`src/rtl/hist_eq_pkg.sv`:
```
// Shared types and constants for the histogram-equalisation LUT builder.
package hist_eq_pkg;

  localparam int NUM_BINS     = 256;
  localparam int DRAIN_CYCLES = 3;
  localparam int LUT_MAX      = 255;

  // Build sequencer states
  typedef enum logic [1:0] {
    IDLE  = 2'd0,
    SWEEP = 2'd1,
    DRAIN = 2'd2,
    DONE  = 2'd3
  } state_t;

endpackage

```
`src/rtl/dp_bram.sv`:
```
// Simple dual-port block RAM: one write port, one registered read port.
// Contents are not reset, so the array maps onto block RAM.
module dp_bram #(
  parameter int DEPTH  = 256,
  parameter int WIDTH  = 8,
  parameter int ADDR_W = $clog2(DEPTH)
) (
  input  logic              clk,
  input  logic              we,
  input  logic [ADDR_W-1:0] waddr,
  input  logic [WIDTH-1:0]  wdata,
  input  logic [ADDR_W-1:0] raddr,
  output logic [WIDTH-1:0]  rdata
);

  logic [WIDTH-1:0] mem [DEPTH];

  // Write port and registered read port; the read register carries no reset
  always_ff @(posedge clk) begin
    if (we) begin
      mem[waddr] <= wdata;
    end
    rdata <= mem[raddr];
  end

endmodule

```
`src/rtl/hist_eq_scale.sv`:
```
// CDF-to-8-bit scaler: scaled = min((cdf * 255) >> PIX_LOG2, 255), registered.
// Unsigned arithmetic, truncating shift, no rounding.
module hist_eq_scale
  import hist_eq_pkg::*;
#(
  parameter int PIX_LOG2 = 16,
  parameter int CDF_W    = 24
) (
  input  logic             clk,
  input  logic             rst,
  input  logic [CDF_W-1:0] cdf,
  output logic [7:0]       scaled
);

  logic [CDF_W+7:0] product;
  logic [CDF_W+7:0] shifted;

  assign product = {8'd0, cdf} * (CDF_W+8)'(LUT_MAX);
  assign shifted = product >> PIX_LOG2;

  // Register the saturated result
  always_ff @(posedge clk or negedge rst) begin
    if (!rst) begin
      scaled <= 8'd0;
    end else if (shifted > (CDF_W+8)'(LUT_MAX)) begin
      scaled <= 8'(LUT_MAX);
    end else begin
      scaled <= shifted[7:0];
    end
  end

endmodule

```
`src/rtl/histogram_eq_lut.sv`:
```
// Histogram-equalisation LUT builder and pixel remapper.
// On hist_ready it sweeps the 256 histogram bins, accumulates the CDF,
// scales it to 8 bits and writes the mapping LUT; the live pixel stream is
// remapped through the last completed LUT with a 2-cycle latency.
// Optional build macro HIST_EQ_DOUBLE_BUFFER_EN: two LUT banks, the build
// fills the inactive bank and the banks swap at DONE. Without it a single
// bank is used and pixels pass through unchanged while a build is running.
module histogram_eq_lut
  import hist_eq_pkg::*;
#(
  parameter int PIX_LOG2 = 16,
  parameter int BIN_W    = 16,
  parameter int CDF_W    = 24
) (
  input  logic             clk,
  input  logic             rst,
  input  logic             hist_ready,
  output logic [7:0]       hist_addr,
  input  logic [BIN_W-1:0] hist_data,
  input  logic [7:0]       in_pixel,
  input  logic             in_valid,
  output logic [7:0]       out_pixel,
  output logic             out_valid,
  output logic             busy,
  output logic             build_done,
  output logic             lut_valid
);

  state_t           state;
  logic [1:0]       drain_cnt;
  logic             pending;

  // Build pipeline: read issue -> data -> cdf -> scaled -> LUT write
  logic             rd_v1, rd_v2, wr_v3;
  logic [7:0]       addr_d1, addr_d2, addr_d3;
  logic [CDF_W-1:0] cdf;
  logic [7:0]       scaled;

  // Apply path
  logic             use_lut;
  logic [7:0]       pix_d;
  logic             valid_d;
  logic             use_lut_d;
  logic [7:0]       lut_q;

`ifdef HIST_EQ_DOUBLE_BUFFER_EN
  localparam int LUT_DEPTH = 2 * NUM_BINS;
  logic       active_bank;
  logic [8:0] lut_waddr;
  logic [8:0] lut_raddr;

  assign lut_waddr = {~active_bank, addr_d3};
  assign lut_raddr = {active_bank, in_pixel};
  assign use_lut   = lut_valid;

  // Swap banks when a build completes; takes effect the following cycle
  always_ff @(posedge clk or negedge rst) begin
    if (!rst) begin
      active_bank <= 1'b0;
    end else if (state == DONE) begin
      active_bank <= ~active_bank;
    end
  end
`else
  localparam int LUT_DEPTH = NUM_BINS;
  logic [7:0] lut_waddr;
  logic [7:0] lut_raddr;

  assign lut_waddr = addr_d3;
  assign lut_raddr = in_pixel;
  // The single bank is being overwritten during a build, so pass pixels through
  assign use_lut   = lut_valid & ~busy;
`endif

  // Build sequencer with registered status outputs and one-deep request queue
  always_ff @(posedge clk or negedge rst) begin
    if (!rst) begin
      state      <= IDLE;
      hist_addr  <= 8'd0;
      drain_cnt  <= 2'd0;
      pending    <= 1'b0;
      busy       <= 1'b0;
      build_done <= 1'b0;
      lut_valid  <= 1'b0;
    end else begin
      build_done <= 1'b0;
      case (state)
        IDLE: begin
          if (hist_ready || pending) begin
            state     <= SWEEP;
            hist_addr <= 8'd0;
            busy      <= 1'b1;
            pending   <= 1'b0;
          end else begin
            busy <= 1'b0;
          end
        end
        SWEEP: begin
          if (hist_ready) begin
            pending <= 1'b1;
          end
          if (hist_addr == 8'(NUM_BINS - 1)) begin
            state     <= DRAIN;
            drain_cnt <= 2'd0;
          end else begin
            hist_addr <= hist_addr + 8'd1;
          end
        end
        DRAIN: begin
          if (hist_ready) begin
            pending <= 1'b1;
          end
          if (drain_cnt == 2'(DRAIN_CYCLES - 1)) begin
            state      <= DONE;
            build_done <= 1'b1;
          end else begin
            drain_cnt <= drain_cnt + 2'd1;
          end
        end
        DONE: begin
          state     <= IDLE;
          lut_valid <= 1'b1;
          // A queued request restarts immediately, so busy does not drop
          busy      <= pending | hist_ready;
          if (hist_ready) begin
            pending <= 1'b1;
          end
        end
        default: state <= IDLE;
      endcase
    end
  end

  // Track bin index and validity alongside the read data and CDF stages
  always_ff @(posedge clk or negedge rst) begin
    if (!rst) begin
      rd_v1   <= 1'b0;
      rd_v2   <= 1'b0;
      wr_v3   <= 1'b0;
      addr_d1 <= 8'd0;
      addr_d2 <= 8'd0;
      addr_d3 <= 8'd0;
    end else begin
      rd_v1   <= (state == SWEEP);
      rd_v2   <= rd_v1;
      wr_v3   <= rd_v2;
      addr_d1 <= hist_addr;
      addr_d2 <= addr_d1;
      addr_d3 <= addr_d2;
    end
  end

  // CDF accumulator, cleared while idle so each build starts from zero
  always_ff @(posedge clk or negedge rst) begin
    if (!rst) begin
      cdf <= '0;
    end else if (state == IDLE) begin
      cdf <= '0;
    end else if (rd_v1) begin
      cdf <= cdf + CDF_W'(hist_data);
    end
  end

  hist_eq_scale #(
    .PIX_LOG2 (PIX_LOG2),
    .CDF_W    (CDF_W)
  ) u_scale (
    .clk    (clk),
    .rst    (rst),
    .cdf    (cdf),
    .scaled (scaled)
  );

  dp_bram #(
    .DEPTH  (LUT_DEPTH),
    .WIDTH  (8),
    .ADDR_W ($clog2(LUT_DEPTH))
  ) u_lut (
    .clk   (clk),
    .we    (wr_v3),
    .waddr (lut_waddr),
    .wdata (scaled),
    .raddr (lut_raddr),
    .rdata (lut_q)
  );

  // Apply stage 1: capture pixel and the LUT-select decision with it
  always_ff @(posedge clk or negedge rst) begin
    if (!rst) begin
      pix_d     <= 8'd0;
      valid_d   <= 1'b0;
      use_lut_d <= 1'b0;
    end else begin
      pix_d     <= in_pixel;
      valid_d   <= in_valid;
      use_lut_d <= use_lut;
    end
  end

  // Apply stage 2: choose LUT output or identity
  always_ff @(posedge clk or negedge rst) begin
    if (!rst) begin
      out_pixel <= 8'd0;
      out_valid <= 1'b0;
    end else begin
      out_valid <= valid_d;
      out_pixel <= use_lut_d ? lut_q : pix_d;
    end
  end

endmodule

```
`config.mk`:
```
export PLATFORM = sky130hd
export DESIGN_NAME = histogram_eq_lut
export DESIGN_NICKNAME = d
export VERILOG_FILES = /design/src/rtl/hist_eq_pkg.sv /design/src/rtl/dp_bram.sv /design/src/rtl/hist_eq_scale.sv /design/src/rtl/histogram_eq_lut.sv
export SDC_FILE = /design/constraint.sdc
export NUM_CORES = 2
export LEC_CHECK = 0
export CAP_MARGIN = 20
export CORE_MARGIN = 2
export CORE_UTILIZATION = 52
export DETAILED_ROUTE_END_ITERATION = 10
export PLACE_DENSITY = 0.7
export SETUP_SLACK_MARGIN = 0.5
export SYNTH_ARGS = -nofsm -noshare
export SYNTH_HDL_FRONTEND = slang
export SYNTH_SLANG_ARGS = --single-unit
```
`constraint.sdc`:
```
create_clock -name clk -period 4.8 [get_ports clk]
set_input_delay 0.96 -clock clk [delete_from_list [all_inputs] [get_ports clk]]
set_output_delay 0.96 -clock clk [all_outputs]
set_load 0.01 [all_outputs]
```
==> reports/qor.txt <==
Status: finished clean
FF-to-FF path depth: 17
Die height: 414.2 um
Starting Density: 0.5232
Setup TNS: 0 ns
Aggregate global-route resource usage: 0.2285
Most common cell on crit path: fa_1
CTS tree: yes
Pins Over Slew Limit: 0
Min-delay worst type: in2async
Final setup vio count: 0
Most common cell after layout, fill and taps aside: edfxtp_1
Largest family of logic cells by synthesized area: multiplexers
Critical path class: reg2reg
Placed insts: 6362
Number of synthesized flops with an enable pin: 2048
Pwr Density: 585.9 mW/mm2
Wire length per cell: 28.88 um
Initial antenna violation count: 2
CTS buffer count: 206
Layout Cells excl Fill: 6757
Crit path launch: cdf[7]
Flip-flop and latch count after synthesis: 2150
DRC viols: 0
Multi-input logic area: 0.02242 mm2
Maxcap violations: 0
Rows: 150
Fin nets: 4596
Post-Synth Adder-Cell Area: 0.03618
# clock sinks: 2150
Most frequent cells in the layout: 2048 x edfxtp_1, 640 x mux4_2, 313 x nor2_1
Synth async-reset ratio: 0.04372
Reg-to-reg slack, setup: 0.02 ns
Die Area: 0.1715 mm2
Slack of the critical path: 0.01513 ns
# fillers: 11680
Via density per instance: 6.218
GR Overflow Total: 0
H-tree Lvls: 4
Clock Latency Late Sink: 0.83 ns
Crit-path max cell delay: 0.54 ns
Peak VDD IR: 1.403 mV
Tmin final: 4.785 ns
Post-synth top flop: edfxtp_1
Area Growth Syn to Fin: 12.89%
I/O Buffers: 47
Mux cell area share after synthesis: 0.1674
Synth Area in Compound Gates: 0.02009
Antenna viol nets, final: 0
Synth Area in XOR/XNOR: 0.003504
Final WL: 195200 um
Worst slew margin: 0.2414
Worst slack, placed: -0.1568 ns
Gate count after technology mapping: 4112
Vias: 42020
Final Cycle Share: 0.9968
First-pass GRT wire length: 288800 um
Final Hold Vio Count: 0
Post-synthesis simple-gate area fraction: 0.02526
Root buf cell: clkbuf_16
Post-Route Skew: 0.03183 ns
Reg-to-reg critical path startpoint: cdf[7]
Ordered cell list for the critical path: fa_1 -> buf_4 -> fa_1 -> fa_1 -> fa_1 -> ha_4 -> a21oi_1 -> o211ai_1 -> a211oi_2 -> nand3b_1 -> buf_4 -> buf_4 -> a21oi_2 -> o221ai_2 -> a211oi_4 -> buf_6 -> nand4bb_1
DR iter-0 viols: 4903
Crit path to: u_scale.scaled[5]
P_leak: 0.03195 uW
Max Root-Sink Buffers: 3
Top Ports: 48
Worst Tran Pin Value: 1.135 ns
Reg2reg end: u_scale.scaled[5]
Register area: 0.06406 mm2
Critical Path Fanout Max: 8
Worst setup SP type: flop
Slowest-stage cell, CP: fa_1
DPL Wire Length: 121500 um
Mean post-synth cell area: 21.27 um2
Synth warn: 0
Fin util: 0.5906
Die W: 414.2 um
Final Wtd Congestion: 0.8448
Seq/Total Area, Yosys: 0.7317
CP arrival: 5.48 ns
Clock slew at reported path FFs: 0.06 ns
Fmax: 209.0 MHz
Core ar.: 0.1672 mm2
Syn nets: 4327
Crit path capture type: flop
RSZ-0062 raised after global routing: true
Yosys cell types: 67
Pwr Total: 57860 uW
Worst endpoint required time: 5.49 ns
Vias in the first global route: 42860
Largest net degree at the start of global routing: 189
Synthesized area: 0.08748 mm2
DR pass1 iterations: 8
Share of cells above drive strength 1: 0.2726
-- synthesized netlist by cell type, drive strengths merged (34+ instances only) --
library cell / instances / area, um2
edfxtp: 2048 / 61500
mux4: 640 / 14410
fa: 110 / 2202
nand2: 64 / 240.2
nand3: 34 / 170.2
ha: 77 / 963.4
dfrtp: 94 / 2352
clkbuf: 122 / 457.9
buf: 93 / 508.0
a22oi: 40 / 300.3
a21oi: 47 / 235.2
inv: 112 / 420.4
nor2: 313 / 1175
-- power breakdown --
group	internal, uW	total [uW]	switching, uW
Clock	8770	15600	6850
Combinational	7710	17800	10100
Sequential	23400	24500	1040
-- metal layers --
layer  track usage  routed length [um]
met4       0.06314                5227
met3       0.03957               15460
met2        0.3665               95690
met1        0.3286               78780
met5             0                   0
-- worst min path at each step --
stage / startpoint / to / slack (ns) / depth (start not counted)
2_1_floorplan: addr_d1[0] / addr_d2[0] / 0.33 / 0
3_3_place_gp: valid_d / out_valid / 0.34 / 0
3_5_place_dp: addr_d2[1] / addr_d3[1] / 0.33 / 0
4_1_cts: rst / u_scale.scaled[7] / 0.28 / 1
5_1_grt: rst / u_scale.scaled[7] / 0.34 / 1
6_report: rst / u_scale.scaled[7] / 0.29 / 1
-- sequential cells by signal (all words and copies together) (netlist names), 2 cells and up --
name            cells
drain_cnt           2
u_scale.scaled      8
addr_d3             8
hist_addr           8
out_pixel           8
u_lut.rdata         8
u_lut.mem        2048
addr_d2             8
state               2
pix_d               8
cdf                24
addr_d1             8
-- per-stage QoR --
step | area (um2) | hold WS, ns
floorplan | 87540 | 0.3312
global placement | 91830 | 0.3356
detailed placement | 91850 | 0.3347
CTS | 98630 | 0.2810
global route | 98760 | 0.3389
finish | 98760 | 0.2885
-- kinds of logic (layout without fill, tap and decap cells) --
family,after synthesis,after routing
AO/OA/AOI/OAI,244,244
other,0,1
XOR/XNOR,35,35
AND/OR/NAND/NOR,507,507
adder cells (fa/ha/maj),187,187
buffers and inverters,327,767
multiplexers,662,662
flip-flops,2150,2150
-- worst max-delay path, delay by kind of cell, from the launching register on --
family / cells / cell delay (ns)
fa+ha+maj: 5 / 2.25
flops: 1 / 0.46
buf+inv: 4 / 0.64
compound gates: 6 / 1.02
simple gates: 2 / 0.30
-- cell type report --
class                      count  share of cell area
antenna                        1          0.00002534
multi-input combinational   1635              0.2270
inverter                     112            0.004257
sequential                  2150              0.6487
clock inverter               100            0.009793
tap                         2204             0.02792
timing repair buffer         276             0.02655
clock buffer                 279             0.05581
-- what timing repair did --
action / in CTS / in global routing
setup buffers: 12 / 1
endpoints found under the hold margin: 0 / 0
endpoints found under the setup margin: 8 / 8
resized for setup: 36 / 26
hold buffers: 0 / 0
pin swaps: 21 / 12
Power figures use the tool's default switching activity.
